===== src/rtl/mem_wb_stage_if.sv =====
// MEM/WB stage bus: MEM-side request/response, control strobes and the
// registered writeback bundle. The mem_error port exists only when
// MEM_WB_TIMEOUT_EN is defined.
interface mem_wb_stage_if;
    logic        valid_in;
    logic        mem_read_in;
    logic        mem_write_in;
    logic        resp_b;
    logic        flush;
    logic [15:0] regfilemux_in;
    logic [2:0]  dest_in;
    logic        load_regfile_in;
    logic        br_en_in;
    logic [15:0] pc_in;

    logic        read_b;
    logic        write_b;
    logic        stall_mem;

    logic        wb_valid;
    logic [15:0] wb_data;
    logic [2:0]  wb_dest;
    logic        wb_load_regfile;
    logic        wb_br_en;
    logic [15:0] wb_pc;
    logic [15:0] stall_count;
`ifdef MEM_WB_TIMEOUT_EN
    logic        mem_error;
`endif

    // Upstream pipeline / memory side drives the stage
    modport master (
        output valid_in, mem_read_in, mem_write_in, resp_b, flush,
        output regfilemux_in, dest_in, load_regfile_in, br_en_in, pc_in,
        input  read_b, write_b, stall_mem,
        input  wb_valid, wb_data, wb_dest, wb_load_regfile, wb_br_en, wb_pc,
        input  stall_count
`ifdef MEM_WB_TIMEOUT_EN
        , input mem_error
`endif
    );

    // The stage itself
    modport slave (
        input  valid_in, mem_read_in, mem_write_in, resp_b, flush,
        input  regfilemux_in, dest_in, load_regfile_in, br_en_in, pc_in,
        output read_b, write_b, stall_mem,
        output wb_valid, wb_data, wb_dest, wb_load_regfile, wb_br_en, wb_pc,
        output stall_count
`ifdef MEM_WB_TIMEOUT_EN
        , output mem_error
`endif
    );
endinterface


===== src/rtl/mem_wb_stage.sv =====
// MEM/WB pipeline stage: gates data-memory strobes, stalls upstream while a
// memory access is outstanding and registers the writeback bundle.
// Optional feature: define MEM_WB_TIMEOUT_EN to bound WAIT with an 8-bit
// wait counter and a sticky mem_error output.
module mem_wb_stage (
    input  logic           clk,
    input  logic           reset,
    mem_wb_stage_if.slave  bus
);

    typedef enum logic [0:0] {StIdle, StWait} state_e;

    state_e      state_q, state_d;
    logic        req_rd_q, req_rd_d;
    logic        req_wr_q, req_wr_d;
    logic        killed_q, killed_d;
    logic        wb_valid_q, wb_valid_d;
    logic [15:0] wb_data_q, wb_data_d;
    logic [2:0]  wb_dest_q, wb_dest_d;
    logic        wb_lr_q, wb_lr_d;
    logic        wb_br_q, wb_br_d;
    logic [15:0] wb_pc_q, wb_pc_d;
    logic [15:0] stall_count_q, stall_count_d;

    logic mem_req, access;
    logic read_b, write_b, stall_mem, capture, timeout;

`ifdef MEM_WB_TIMEOUT_EN
    logic [7:0] wait_cnt_q, wait_cnt_d;
    logic       mem_error_q, mem_error_d;
`endif

    assign mem_req = bus.mem_read_in | bus.mem_write_in;
    assign access  = bus.valid_in & mem_req & ~bus.flush;

    // State register
    always_ff @(posedge clk) begin
        if (reset) state_q <= StIdle;
        else       state_q <= state_d;
    end

    // Next-state logic
    always_comb begin
        state_d = state_q;
        unique case (state_q)
            StIdle: if (access && !bus.resp_b) state_d = StWait;
            StWait: if (bus.resp_b || timeout) state_d = StIdle;
        endcase
    end

    // FSM outputs: strobes, stall and capture decision; all forced low in reset
    always_comb begin
        read_b    = 1'b0;
        write_b   = 1'b0;
        stall_mem = 1'b0;
        capture   = 1'b0;
        timeout   = 1'b0;
        unique case (state_q)
            StIdle: begin
                read_b    = bus.mem_read_in & access;
                write_b   = bus.mem_write_in & access;
                stall_mem = access & ~bus.resp_b;
                // Non-memory ops and zero-wait accesses both capture here
                capture   = bus.valid_in & ~bus.flush & (~mem_req | bus.resp_b);
            end
            StWait: begin
                read_b    = req_rd_q;
                write_b   = req_wr_q;
`ifdef MEM_WB_TIMEOUT_EN
                timeout   = ~bus.resp_b & (wait_cnt_q == 8'hFF);
`endif
                stall_mem = ~bus.resp_b & ~timeout;
                // A flush seen at any point of the wait turns the capture into a bubble
                capture   = bus.resp_b & ~killed_q & ~bus.flush;
            end
        endcase
        if (reset) begin
            read_b    = 1'b0;
            write_b   = 1'b0;
            stall_mem = 1'b0;
            capture   = 1'b0;
            timeout   = 1'b0;
        end
    end

    // Datapath next-state: held request, kill flag, bundle, stall counter
    always_comb begin
        req_rd_d = req_rd_q;
        req_wr_d = req_wr_q;
        killed_d = killed_q;
        if (state_q == StIdle && state_d == StWait) begin
            req_rd_d = bus.mem_read_in;
            req_wr_d = bus.mem_write_in;
            killed_d = 1'b0;
        end else if (state_q == StWait) begin
            killed_d = (state_d == StWait) & (killed_q | bus.flush);
        end

        wb_valid_d = capture;
        wb_lr_d    = capture & bus.load_regfile_in;
        wb_br_d    = capture & bus.br_en_in;
        wb_data_d  = capture ? bus.regfilemux_in : wb_data_q;
        wb_dest_d  = capture ? bus.dest_in       : wb_dest_q;
        wb_pc_d    = capture ? bus.pc_in         : wb_pc_q;

        stall_count_d = stall_count_q;
        if (stall_mem && stall_count_q != 16'hFFFF) stall_count_d = stall_count_q + 16'd1;
    end

    // Datapath registers
    always_ff @(posedge clk) begin
        if (reset) begin
            req_rd_q      <= 1'b0;
            req_wr_q      <= 1'b0;
            killed_q      <= 1'b0;
            wb_valid_q    <= 1'b0;
            wb_data_q     <= 16'h0000;
            wb_dest_q     <= 3'd0;
            wb_lr_q       <= 1'b0;
            wb_br_q       <= 1'b0;
            wb_pc_q       <= 16'h0000;
            stall_count_q <= 16'h0000;
        end else begin
            req_rd_q      <= req_rd_d;
            req_wr_q      <= req_wr_d;
            killed_q      <= killed_d;
            wb_valid_q    <= wb_valid_d;
            wb_data_q     <= wb_data_d;
            wb_dest_q     <= wb_dest_d;
            wb_lr_q       <= wb_lr_d;
            wb_br_q       <= wb_br_d;
            wb_pc_q       <= wb_pc_d;
            stall_count_q <= stall_count_d;
        end
    end

`ifdef MEM_WB_TIMEOUT_EN
    // Wait counter clears on WAIT entry and counts each WAIT cycle; error is sticky
    always_comb begin
        wait_cnt_d = wait_cnt_q;
        if (state_d == StWait) begin
            wait_cnt_d = (state_q == StIdle) ? 8'd0 : wait_cnt_q + 8'd1;
        end
        mem_error_d = mem_error_q | timeout;
    end

    // Timeout registers
    always_ff @(posedge clk) begin
        if (reset) begin
            wait_cnt_q  <= 8'd0;
            mem_error_q <= 1'b0;
        end else begin
            wait_cnt_q  <= wait_cnt_d;
            mem_error_q <= mem_error_d;
        end
    end

    assign bus.mem_error = mem_error_q;
`endif

    assign bus.read_b          = read_b;
    assign bus.write_b         = write_b;
    assign bus.stall_mem       = stall_mem;
    assign bus.wb_valid        = wb_valid_q;
    assign bus.wb_data         = wb_data_q;
    assign bus.wb_dest         = wb_dest_q;
    assign bus.wb_load_regfile = wb_lr_q;
    assign bus.wb_br_en        = wb_br_q;
    assign bus.wb_pc           = wb_pc_q;
    assign bus.stall_count     = stall_count_q;

endmodule


===== src/flat_wrapper.sv =====
// flat-port wrapper written by rule: the top's interface ports become plain ports
module mem_wb_stage_flat 
  (clk, reset, bus_valid_in, bus_mem_read_in, bus_mem_write_in, bus_resp_b, bus_flush, bus_regfilemux_in, bus_dest_in, bus_load_regfile_in, bus_br_en_in, bus_pc_in, bus_read_b, bus_write_b, bus_stall_mem, bus_wb_valid, bus_wb_data, bus_wb_dest, bus_wb_load_regfile, bus_wb_br_en, bus_wb_pc, bus_stall_count);
  mem_wb_stage_if bus_i ();
  input  logic clk;
  input  logic reset;
  input wire logic [$bits(bus_i.valid_in)-1:0] bus_valid_in;
  input wire logic [$bits(bus_i.mem_read_in)-1:0] bus_mem_read_in;
  input wire logic [$bits(bus_i.mem_write_in)-1:0] bus_mem_write_in;
  input wire logic [$bits(bus_i.resp_b)-1:0] bus_resp_b;
  input wire logic [$bits(bus_i.flush)-1:0] bus_flush;
  input wire logic [$bits(bus_i.regfilemux_in)-1:0] bus_regfilemux_in;
  input wire logic [$bits(bus_i.dest_in)-1:0] bus_dest_in;
  input wire logic [$bits(bus_i.load_regfile_in)-1:0] bus_load_regfile_in;
  input wire logic [$bits(bus_i.br_en_in)-1:0] bus_br_en_in;
  input wire logic [$bits(bus_i.pc_in)-1:0] bus_pc_in;
  output wire logic [$bits(bus_i.read_b)-1:0] bus_read_b;
  output wire logic [$bits(bus_i.write_b)-1:0] bus_write_b;
  output wire logic [$bits(bus_i.stall_mem)-1:0] bus_stall_mem;
  output wire logic [$bits(bus_i.wb_valid)-1:0] bus_wb_valid;
  output wire logic [$bits(bus_i.wb_data)-1:0] bus_wb_data;
  output wire logic [$bits(bus_i.wb_dest)-1:0] bus_wb_dest;
  output wire logic [$bits(bus_i.wb_load_regfile)-1:0] bus_wb_load_regfile;
  output wire logic [$bits(bus_i.wb_br_en)-1:0] bus_wb_br_en;
  output wire logic [$bits(bus_i.wb_pc)-1:0] bus_wb_pc;
  output wire logic [$bits(bus_i.stall_count)-1:0] bus_stall_count;
  assign bus_i.valid_in = bus_valid_in;
  assign bus_i.mem_read_in = bus_mem_read_in;
  assign bus_i.mem_write_in = bus_mem_write_in;
  assign bus_i.resp_b = bus_resp_b;
  assign bus_i.flush = bus_flush;
  assign bus_i.regfilemux_in = bus_regfilemux_in;
  assign bus_i.dest_in = bus_dest_in;
  assign bus_i.load_regfile_in = bus_load_regfile_in;
  assign bus_i.br_en_in = bus_br_en_in;
  assign bus_i.pc_in = bus_pc_in;
  assign bus_read_b = bus_i.read_b;
  assign bus_write_b = bus_i.write_b;
  assign bus_stall_mem = bus_i.stall_mem;
  assign bus_wb_valid = bus_i.wb_valid;
  assign bus_wb_data = bus_i.wb_data;
  assign bus_wb_dest = bus_i.wb_dest;
  assign bus_wb_load_regfile = bus_i.wb_load_regfile;
  assign bus_wb_br_en = bus_i.wb_br_en;
  assign bus_wb_pc = bus_i.wb_pc;
  assign bus_stall_count = bus_i.stall_count;
  mem_wb_stage u_core (.clk(clk), .reset(reset), .bus(bus_i));
endmodule

===== config.mk =====
export PLATFORM = sky130hd
export DESIGN_NAME = mem_wb_stage_flat
export DESIGN_NICKNAME = d
export VERILOG_FILES = /design/src/rtl/mem_wb_stage_if.sv /design/src/rtl/mem_wb_stage.sv /design/src/flat_wrapper.sv
export SDC_FILE = /design/constraint.sdc
export NUM_CORES = 1
export LEC_CHECK = 0
export ABC_CLOCK_PERIOD_IN_PS = 4000
export CAP_MARGIN = 10
export CORE_MARGIN = 2
export CORE_UTILIZATION = 30
export DETAILED_ROUTE_END_ITERATION = 6
export SKIP_LAST_GASP = 1
export SLEW_MARGIN = 20
export SYNTH_ARGS = -nofsm -noshare
export SYNTH_HDL_FRONTEND = slang
export SYNTH_SLANG_ARGS = --single-unit

===== constraint.sdc =====
create_clock -name clk -period 4 [get_ports clk]
set_input_delay 0.4 -clock clk [delete_from_list [all_inputs] [get_ports clk]]
set_output_delay 0.4 -clock clk [all_outputs]
set_load 0.005 [all_outputs]

== After elaboration in Yosys (flattened, before gate mapping) ==
Cells that the tools add are included.
W data, S select, Z words.

* $add $sub $neg: 1
* Equal/unequal tests: 1
* Muxes and demuxes: 11
* Bitwise gates (word level): 20
* Reductions and logical operators: 5

{| class="wikitable"
|+ Operator list
! cell !! number
|-
| $add A16 B1 Y16 const B || 1
|-
| $ne A16 B16 Y1 const B || 1
|-
| $and A1 B1 Y1 || 12
|-
| $pmux W1 S2 || 5
|-
| $mux W1 || 6
|-
| $not A1 Y1 || 5
|-
| $logic_and A1 B1 Y1 || 3
|-
| $or A1 B1 Y1 || 3
|-
| $reduce_or A2 Y1 || 1
|-
| $logic_not A1 Y1 || 1
|}

* Bits in registers: 58
* Output and inout port bits: 57
* Word-level logic and storage cells: 49

== Longest topological paths before layout ==
Gate-level depths: netlist of the first run.

* Depth after elaboration: 8
* Mapped depth: 6
* Gate-level depth less buffers: 5

== Least setup slack after synthesis of the first run ==
Ideal clock, no wire load.

* Path type: input to register
* Start: input bus_resp_b
* End: register u_core.stall_count_q[15] (netlist: u_core.bus.stall_count[15])
* Library setup time: 0.121 ns
* Arrival time: 1.584 ns
* Path slack: 2.295 ns
* Cell stages on the path: 5
* Buffers on the path: 1
* Cells stage by stage: nand4b_1 or3_1 buf_2 nor4b_1 mux2_2

* Cells in the longest elaborated chain, start to end: 5

{| class="wikitable"
|+ RTL lines
! what !! line !! RTL
|-
| start, declared || flat_wrapper.sv:10 || <nowiki>input wire logic [$bits(bus_i.resp_b)-1:0] bus_resp_b;</nowiki>
|-
| $not A1 Y1 * || mem_wb_stage.sv:62, mem_wb_stage.sv:72 ||
|-
| $and A1 B1 Y1 || mem_wb_stage.sv:62 || <nowiki>stall_mem = access & ~bus.resp_b;</nowiki>
|-
| $pmux W1 S2 * || mem_wb_stage.sv:58 || <nowiki>unique case (state_q)</nowiki>
|-
| $mux W1 * || mem_wb_stage.sv:77 || <nowiki>if (reset) begin</nowiki>
|-
| $logic_and A1 B1 Y1 * || mem_wb_stage.sv:107 || <nowiki>if (stall_mem && stall_count_q != 16'hFFFF) stall_count_d = stall_count_q + 16'd1;</nowiki>
|-
| end signal, assigned || mem_wb_stage.sv:133 || <nowiki>stall_count_q <= stall_count_d;</nowiki>
|-
| end, declared || mem_wb_stage.sv:23 || <nowiki>logic [15:0] stall_count_q, stall_count_d;</nowiki>
|}

Every way passes the cells marked *; elsewhere a longest branch is shown, timed or not.
A chain may end at the register's enable or synchronous reset.

== Worst setup path in the final report of the first run ==
* Start: input bus_valid_in
* End: output bus_stall_mem

* Cells in the longest elaborated chain, start to end: 5

{| class="wikitable"
|+ RTL lines
! what !! line !! RTL
|-
| start, declared || flat_wrapper.sv:7 || <nowiki>input wire logic [$bits(bus_i.valid_in)-1:0] bus_valid_in;</nowiki>
|-
| $and A1 B1 Y1 (2 in a row) || mem_wb_stage.sv:34 || <nowiki>assign access = bus.valid_in & mem_req & ~bus.flush;</nowiki>
|-
| $and A1 B1 Y1 || mem_wb_stage.sv:62 ||
|-
| $pmux W1 S2 || mem_wb_stage.sv:58 ||
|-
| $mux W1 || mem_wb_stage.sv:77 ||
|-
| end, declared || flat_wrapper.sv:19 || <nowiki>output wire logic [$bits(bus_i.stall_mem)-1:0] bus_stall_mem;</nowiki>
|}

Every way passes these cells.

==> qor.csv, run 1 <==
metric,value,unit
placementRows,33,
clk-insertion-delay-late,0.33,ns
timing.critical_path.from_type,input pin,
p_leak,1.27,nW
cts_resized,0,
antenna_found_initial,0,
portBuffers,100,
tritoncts,done,
cts.htree.levels,3,
power.density_cell_area,341,mW/mm2
switching_power,328,uW
die_height,96.3,um
rsz0062_at_grt,no,
synth-seq-area-share,45.4,%
ys_types,43,
worstSetupEndpointType,output port,
mappedNetlistNets,344,
clkSlewWorstSetupHoldPaths,0.07,ns
finalCritPeriodShare,63.7,%
post_cts_hold_buffer_count,0,
floorplan.io_pins,101,
syn_inst,299,
reg_power_share,46.6,%
timing.reg2reg.worst_path_depth,5,
crit_fanout,19,
internal_power,968,uW
max_cap_violations,0,
average_via_count_per_standard_cell,5.04,
crit_top_cell,sky130_fd_sc_hd__clkdlybuf4s50_1,
grt.total_usage,15.6,%
start_util,31.0,%
synth_seq_cells,58,
largest_buffer_count_on_any_clock_path,2,
start_point_of_the_worst_min_delay_path,u_core.bus.wb_pc[0],
synthXorXnorAreaFrac,0,%
r2r-end,u_core.bus.stall_count[12],
synth-adder-area-share,0.489,%
hold-path-cell-count,2,
power_switching_share,25.3,%
detailedPlacementHpwl,4860,um
drc_errors,0,
dieArea,0.00928,mm2
cp_data_required_time,3.60,ns
netlist_area,0.00256,mm2
synthesis.yosys.warnings,0,
dominant_combinational_cell_family_by_area_after_synthesis,simple AND/OR/NAND/NOR gates,
synthSimpleGateAreaFrac,24.8,%
gr-total-overflow,0,
layout_min_cycle_time,2.55,ns
maxClockFrequency,392,MHz
count_of_buffer_and_inverter_cells_on_the_critical_path,2,
cp_cell_sequence,clkdlybuf4s50_1 > nand2b_1 > o21ba_2 > nor2_1 > clkdlybuf4s50_1,
drt-wirelength-per-cell,14.5,um
combPwrFrac,12.6,%
area.growth.synth_to_final,48.8,%
postCtsSetupRepairBufs,0,
gpl.final_weighted_congestion,0.702,
slowest_stage,sky130_fd_sc_hd__clkdlybuf4s50_1,
timing.final.max_slew_violations,0,
setup-tns-final,0,ns
cts.root.buffer_cell,sky130_fd_sc_hd__clkbuf_8,
finalHoldViolCount,0,
layout.filler_cells,822,
cts_sinks,58,
clock_power_share,40.8,%
die-width,96.3,um
first_pass_iters,4,
min_to,u_core.bus.wb_pc[0],
core-area,0.00826,mm2
cts_inserted_buffers,9,
clock_skew,0.00595,ns
grt_pass1_wl,11400,um
timing.rr.start,u_core.bus.stall_count[0],
synthesis.area_per_instance,8.55,um2
critical_path_arrival,2.15,ns
setup-violations-final,0,
ant_nets,0,
outcome,completed,
layout-drive-gt1-share,8.88,%
timing.max_slew.rel_slack,32.7,%
synth_mux_area_share,5.77,%
layout.nets,434,
worst-setup-path-type,input pin to output port,
min-delay-path-class,flop to flop,
path_delay_family,buffers and inverters,
cpPeakStageDelay,0.54,ns
max-vdd-ir-drop,150,uV
number_of_global_route_vias_before_repair,2403,
largest_net_degree_at_the_start_of_global_routing,66,
detail_route.wirelength,7240,um
antennaDiodeCount,0,
ff2ff_setup_slack,2.09,ns
first_iter_violations,106,
vias,2517,
synth_compound_area_share,19.2,%
max_slew.worst_pin.slew,1.00,ns
design_power_total,1.30,mW
-- power by group through the flow --
| stage | Clock, mW | Sequential [mW] | Combinational, mW |
|---|---|---|---|
| global route | 0.578 | 0.606 | 0.178 |
| global placement | 0 | 0.617 | 0.163 |
| CTS | 0.546 | 0.604 | 0.166 |
| floorplan | 0 | 0.617 | 0.0678 |
| finish | 0.528 | 0.604 | 0.164 |
| detailed placement | 0 | 0.618 | 0.165 |
-- area by class of cell --
type                            count  area [um2]  share of cell area, %
Multi-Input combinational cell    214        1280                   33.8
Sequential cell                    58        1160                   30.5
Timing Repair Buffer              104        1030                   27.0
Tap cell                          105         131                   3.45
Clock buffer                        9         124                   3.26
Clock inverter                      7        70.1                   1.84
Inverter                            2        7.51                  0.197
-- stage by stage --
step / hold slack, ns / util (%) / setup slack, ns / area (um2) / instances
detailed placement: 0.466 / 43.7 / 1.29 / 3610 / 483
CTS: 0.477 / 46.1 / 1.42 / 3800 / 499
floorplan: 0.460 / - / 2.30 / 2560 / 299
finish: 0.474 / 46.1 / 1.45 / 3800 / 499
global route: 0.491 / 46.1 / 1.34 / 3800 / 499
global placement: 0.459 / 43.7 / 1.34 / 3610 / 483
-- synth_stat cells --
library cell / instances / area share (%)
sky130_fd_sc_hd__a2111oi_0: 1 / 0.34
sky130_fd_sc_hd__a21oi_1: 41 / 8.0
sky130_fd_sc_hd__a2bb2oi_2: 1 / 0.59
sky130_fd_sc_hd__a311oi_1: 1 / 0.34
sky130_fd_sc_hd__a31o_1: 1 / 0.34
sky130_fd_sc_hd__and2_1: 2 / 0.49
sky130_fd_sc_hd__and3_1: 2 / 0.49
sky130_fd_sc_hd__and3b_1: 1 / 0.34
sky130_fd_sc_hd__and4_2: 1 / 0.39
sky130_fd_sc_hd__buf_2: 5 / 0.98
sky130_fd_sc_hd__buf_4: 1 / 0.29
sky130_fd_sc_hd__clkbuf_1: 19 / 2.8
sky130_fd_sc_hd__clkinv_1: 1 / 0.15
sky130_fd_sc_hd__dfxtp_1: 58 / 45
sky130_fd_sc_hd__ha_1: 1 / 0.49
sky130_fd_sc_hd__inv_1: 1 / 0.15
sky130_fd_sc_hd__mux2_2: 6 / 2.6
sky130_fd_sc_hd__mux2i_1: 8 / 3.1
sky130_fd_sc_hd__nand2_1: 10 / 1.5
sky130_fd_sc_hd__nand2b_1: 6 / 1.5
sky130_fd_sc_hd__nand3_1: 38 / 7.4
sky130_fd_sc_hd__nand3b_1: 2 / 0.59
sky130_fd_sc_hd__nand4_1: 5 / 1.2
sky130_fd_sc_hd__nand4_2: 1 / 0.49
sky130_fd_sc_hd__nand4b_1: 1 / 0.34
sky130_fd_sc_hd__nor2_1: 12 / 1.8
sky130_fd_sc_hd__nor2b_1: 8 / 2.0
sky130_fd_sc_hd__nor3_1: 3 / 0.59
sky130_fd_sc_hd__nor4_1: 10 / 2.4
sky130_fd_sc_hd__nor4_4: 1 / 0.83
sky130_fd_sc_hd__nor4b_1: 1 / 0.34
sky130_fd_sc_hd__o211ai_1: 1 / 0.29
sky130_fd_sc_hd__o21ai_0: 29 / 5.7
sky130_fd_sc_hd__o21ai_1: 6 / 1.2
sky130_fd_sc_hd__o21ba_2: 1 / 0.39
sky130_fd_sc_hd__o21bai_1: 2 / 0.59
sky130_fd_sc_hd__o2bb2ai_2: 1 / 0.59
sky130_fd_sc_hd__o31ai_1: 3 / 0.88
sky130_fd_sc_hd__or2_2: 1 / 0.24
sky130_fd_sc_hd__or2b_1: 1 / 0.29
sky130_fd_sc_hd__or3_1: 1 / 0.24
sky130_fd_sc_hd__or4_1: 3 / 0.88
sky130_fd_sc_hd__or4_4: 1 / 0.44
-- tightest hold or removal path, stage by stage, from the launching register on --
cell and delay (ns):
sky130_fd_sc_hd__dfxtp_1 0.31, sky130_fd_sc_hd__o21ai_0 0.06, sky130_fd_sc_hd__a21oi_1 0.06
-- registers in the layout (all words and copies together), names as in the netlist --
register                    count
u_core.bus.stall_count         16
u_core.bus.wb_br_en             1
u_core.bus.wb_data             16
u_core.bus.wb_dest              3
u_core.bus.wb_load_regfile      1
u_core.bus.wb_pc               16
u_core.bus.wb_valid             1
u_core.killed_q                 1
u_core.req_rd_q                 1
u_core.req_wr_q                 1
u_core.state_q                  1
-- cell usage in the layout (no fill, tap or decap), types with 9 or more instances in the layout --
cell and count:
sky130_fd_sc_hd__o21ai_0 29, sky130_fd_sc_hd__nand2_1 10, sky130_fd_sc_hd__nand3_1 38, sky130_fd_sc_hd__dfxtp_1 58, sky130_fd_sc_hd__nor2_1 12, sky130_fd_sc_hd__clkdlybuf4s50_1 99, sky130_fd_sc_hd__a21oi_1 41, sky130_fd_sc_hd__clkbuf_8 9
sky130_fd_sc_hd__nor4_1 10
-- worst max-delay path by stage --
stage            startpoint                    endpoint  cells past startpoint
5_1_grt        bus_valid_in               bus_stall_mem                      5
2_1_floorplan    bus_resp_b  u_core.bus.stall_count[15]                      5
6_report       bus_valid_in               bus_stall_mem                      5
3_3_place_gp      bus_flush        u_core.bus.wb_pc[10]                      5
4_1_cts        bus_valid_in               bus_stall_mem                      5
3_5_place_dp      bus_flush       u_core.bus.wb_data[5]                      5
-- cells by family (layout without fill, tap and decap cells) --
logic type	after synthesis	after routing
AOI/OAI and AO/OA	88	88
adders and majority gates	1	1
buffers and inverters	27	122
DFF	58	58
muxes	14	14
and+or+nand+nor	111	111
-- per-layer routing --
metal / vias to the layer above / GRT usage [%] / share of wire, %
li1: 1271 / - / -
met1: 1160 / 18.9 / 45
met2: 79 / 26.4 / 46
met3: 7 / 3.92 / 7.2
met4: 0 / 5.99 / 0.97
met5: - / 0 / 0
(Power assumes the default switching activity.)
==> run 2, diff against run 1 <==
--- a/config.mk
+++ b/config.mk
@@ -5,7 +5,7 @@
 export SDC_FILE = /design/constraint.sdc
 export NUM_CORES = 1
 export LEC_CHECK = 0
-export ABC_CLOCK_PERIOD_IN_PS = 4000
+export ABC_CLOCK_PERIOD_IN_PS = 2600
 export CAP_MARGIN = 10
 export CORE_MARGIN = 2
 export CORE_UTILIZATION = 30
==> constraint.sdc (replaced) <==
create_clock -name clk -period 2.6 [get_ports clk]
set_input_delay 0.26 -clock clk [delete_from_list [all_inputs] [get_ports clk]]
set_output_delay 0.26 -clock clk [all_outputs]
set_load 0.005 [all_outputs]
==> qor.csv, run 2 (synthesis gave the netlist of run 1 again) <==
metric,value,unit,change
core-area,0.00826,mm2,unchanged
area.sequential,0.00116,mm2,unchanged
timing.max_slew.rel_slack,67.5,%,+35 points
cts.htree.levels,3,,unchanged
r2r-end,u_core.bus.stall_count[12],,
critical_path_arrival,1.96,ns,-0.19 ns
power.density_cell_area,575,mW/mm2,+69%
cpPeakStageDelay,0.52,ns,-0.02 ns
slowest_stage,sky130_fd_sc_hd__clkdlybuf4s50_1,,
ff2ff_setup_slack,0.70,ns,-1.39 ns
drt-wirelength-per-cell,14.7,um,+1.5%
worst-setup-path-type,input pin to output port,,
crit_fanout,19,,unchanged
detailroute.wirelength.met3,488,um,-6.0%
largest_buffer_count_on_any_clock_path,2,,unchanged
tritoncts,done,,
multiInputGateArea,0.00128,mm2,unchanged
largest_net_degree_at_the_start_of_global_routing,41,,-38%
min_to,u_core.bus.wb_pc[2],,
average_via_count_per_standard_cell,5.15,,+2.1%
layout-drive-gt1-share,9.11,%,+0.23 points
start_util,31.0,%,unchanged
internal_power,1.74,mW,+79%
cts_sinks,58,,unchanged
design_power_total,2.23,mW,+72%
antenna_found_initial,0,,unchanged
p_leak,1.31,nW,+2.8%
layout.nets,435,,+0.23%
dr_wl_met2,3320,um,-1.2%
rsz0062_at_grt,no,,
dp_worst_setup_slack,0.384,ns,-0.903 ns
grt_pass1_wl,11300,um,-0.18%
first_iter_violations,74,,-30%
timing.reg2reg.worst_path_depth,5,,unchanged
timing.rr.start,u_core.bus.stall_count[0],,
cts_resized,0,,unchanged
cts.root.buffer_cell,sky130_fd_sc_hd__clkbuf_8,,
max-vdd-ir-drop,245,uV,+64%
gr-total-overflow,0,,unchanged
detail_route.wirelength,7360,um,+1.7%
cp_cell_sequence,clkdlybuf4s50_1 > nand2b_1 > o21ba_2 > nor2_1 > clkdlybuf4s50_1,,
worst_setup_slack_after_layout,0.381,ns,-1.07 ns
switching_power,489,uW,+49%
layout_commonest_cell,sky130_fd_sc_hd__clkdlybuf4s50_1,,
first_pass_iters,4,,unchanged
hold-path-cell-count,2,,unchanged
wl_met1,3450,um,+5.1%
worstSetupEndpointType,output port,,
postCtsSetupRepairBufs,0,,unchanged
die_height,96.3,um,unchanged
start_point_of_the_worst_min_delay_path,reset,,
gpl.final_weighted_congestion,0.728,,+3.7%
setup-tns-final,0,ns,unchanged
clkSlewWorstSetupHoldPaths,0.07,ns,about the same
crit_top_cell,sky130_fd_sc_hd__clkdlybuf4s50_1,,
grt.total_usage,15.7,%,+0.12 points
outcome,completed,,
timing.final.max_slew_violations,0,,unchanged
clock_power_share,46.9,%,+6.1 points
timing.critical_path.from_type,input pin,,
placementRows,33,,unchanged
antennaDiodeCount,0,,unchanged
cp_data_required_time,2.34,ns,-1.26 ns
min-delay-path-class,input pin to flop,,
portBuffers,100,,unchanged
power_switching_share,22.0,%,-3.3 points
setup-violations-final,0,,unchanged
clock_skew,0.00748,ns,+0.00153 ns
finalCoreUtilization,46.9,%,+0.79 points
drc_errors,0,,unchanged
top_layer,met4,,
layout.filler_cells,810,,-1.5%
count_of_buffer_and_inverter_cells_on_the_critical_path,2,,unchanged
floorplan.io_pins,101,,unchanged
max_slew.worst_pin.slew,0.484,ns,-0.519 ns
max_cap_violations,0,,unchanged
path_delay_family,buffers and inverters,,
post_cts_hold_buffer_count,0,,unchanged
cts_inserted_buffers,9,,unchanged
combPwrFrac,11.3,%,-1.3 points
ant_nets,0,,unchanged
die-width,96.3,um,unchanged
vias,2575,,+2.3%
area.growth.synth_to_final,51.3,%,
finalCritPeriodShare,85.4,%,
maxClockFrequency,451,MHz,
reg_power_share,41.8,%,-4.8 points
number_of_global_route_vias_before_repair,2377,,-1.1%
detailedPlacementHpwl,4860,um,about the same
most-common-layout-cells,"99 x sky130_fd_sc_hd__clkdlybuf4s50_1, 58 x sky130_fd_sc_hd__dfxtp_1, 41 x sky130_fd_sc_hd__a21oi_1, 38 x sky130_fd_sc_hd__nand3_1, 29 x sky130_fd_sc_hd__o21ai_0",,
layout_min_cycle_time,2.22,ns,
finalHoldViolCount,0,,unchanged
dieArea,0.00928,mm2,unchanged
clk-insertion-delay-late,0.33,ns,about the same
## run 2: cell count changes in the layout (fill, tap and decap cells not counted)
cell / delta
sky130_fd_sc_hd__clkbuf_8: +2
sky130_fd_sc_hd__clkinv_2: -1
sky130_fd_sc_hd__clkinv_4: -2
sky130_fd_sc_hd__clkinvlp_4: -1
sky130_fd_sc_hd__bufinv_16: +2
sky130_fd_sc_hd__buf_4: +1
## run 2: metal layers
metal | vias up | GRT usage [%]
met5 | - | 0
met4 | 0 | 5.63
met3 | 10 | 3.92
met2 | 90 | 24.8
met1 | 1204 | 20.8
li1 | 1271 | -
## run 2: layout make-up
class / count / area share (%)
clock buffers: 11 / 3.91
flip-flops and latches: 58 / 30.0
clock inverters: 5 / 2.59
repair buffers: 105 / 26.7
inverters: 2 / 0.194
well taps: 105 / 3.39
multi-input cells: 214 / 33.2
## run 2: how the worst max path moves through the flow
stage	depth (start not counted)	start	slack [ns]	end
finish	5	bus_flush	0.38	bus_stall_mem
global route	5	bus_flush	0.28	bus_stall_mem
CTS	5	bus_flush	0.37	bus_stall_mem
detailed placement	5	bus_flush	0.38	bus_stall_mem
global placement	5	bus_flush	0.39	bus_stall_mem
floorplan	5	u_core.bus.stall_count[0]	0.91	u_core.bus.stall_count[12]
## run 2: power groups by stage
stage	Sequential, mW	Clock, mW	Combinational (mW)
finish	0.929	1.04	0.252
global route	0.931	1.12	0.276
CTS	0.929	1.08	0.254
detailed placement	0.949	0	0.253
global placement	0.948	0	0.253
floorplan	0.950	0	0.104
## run 2: metrics by stage
| step | instance area (um2) | cells | hold slack [ns] |
|---|---|---|---|
| after floorplan | 2560 | 299 | 0.376 |
| after global placement | 3620 | 484 | 0.460 |
| after detailed placement | 3620 | 484 | 0.466 |
| after global routing | 3870 | 500 | 0.423 |
| after CTS | 3870 | 500 | 0.384 |
| final | 3870 | 500 | 0.406 |
==> run 3, diff against run 2 <==
--- a/config.mk
+++ b/config.mk
@@ -15,3 +15,4 @@
 export SYNTH_ARGS = -nofsm -noshare
 export SYNTH_HDL_FRONTEND = slang
 export SYNTH_SLANG_ARGS = --single-unit
+export TNS_END_PERCENT = 5
==> results of run 3 <==
No change in the layout: final DEF, timing and power equal those of run 2.
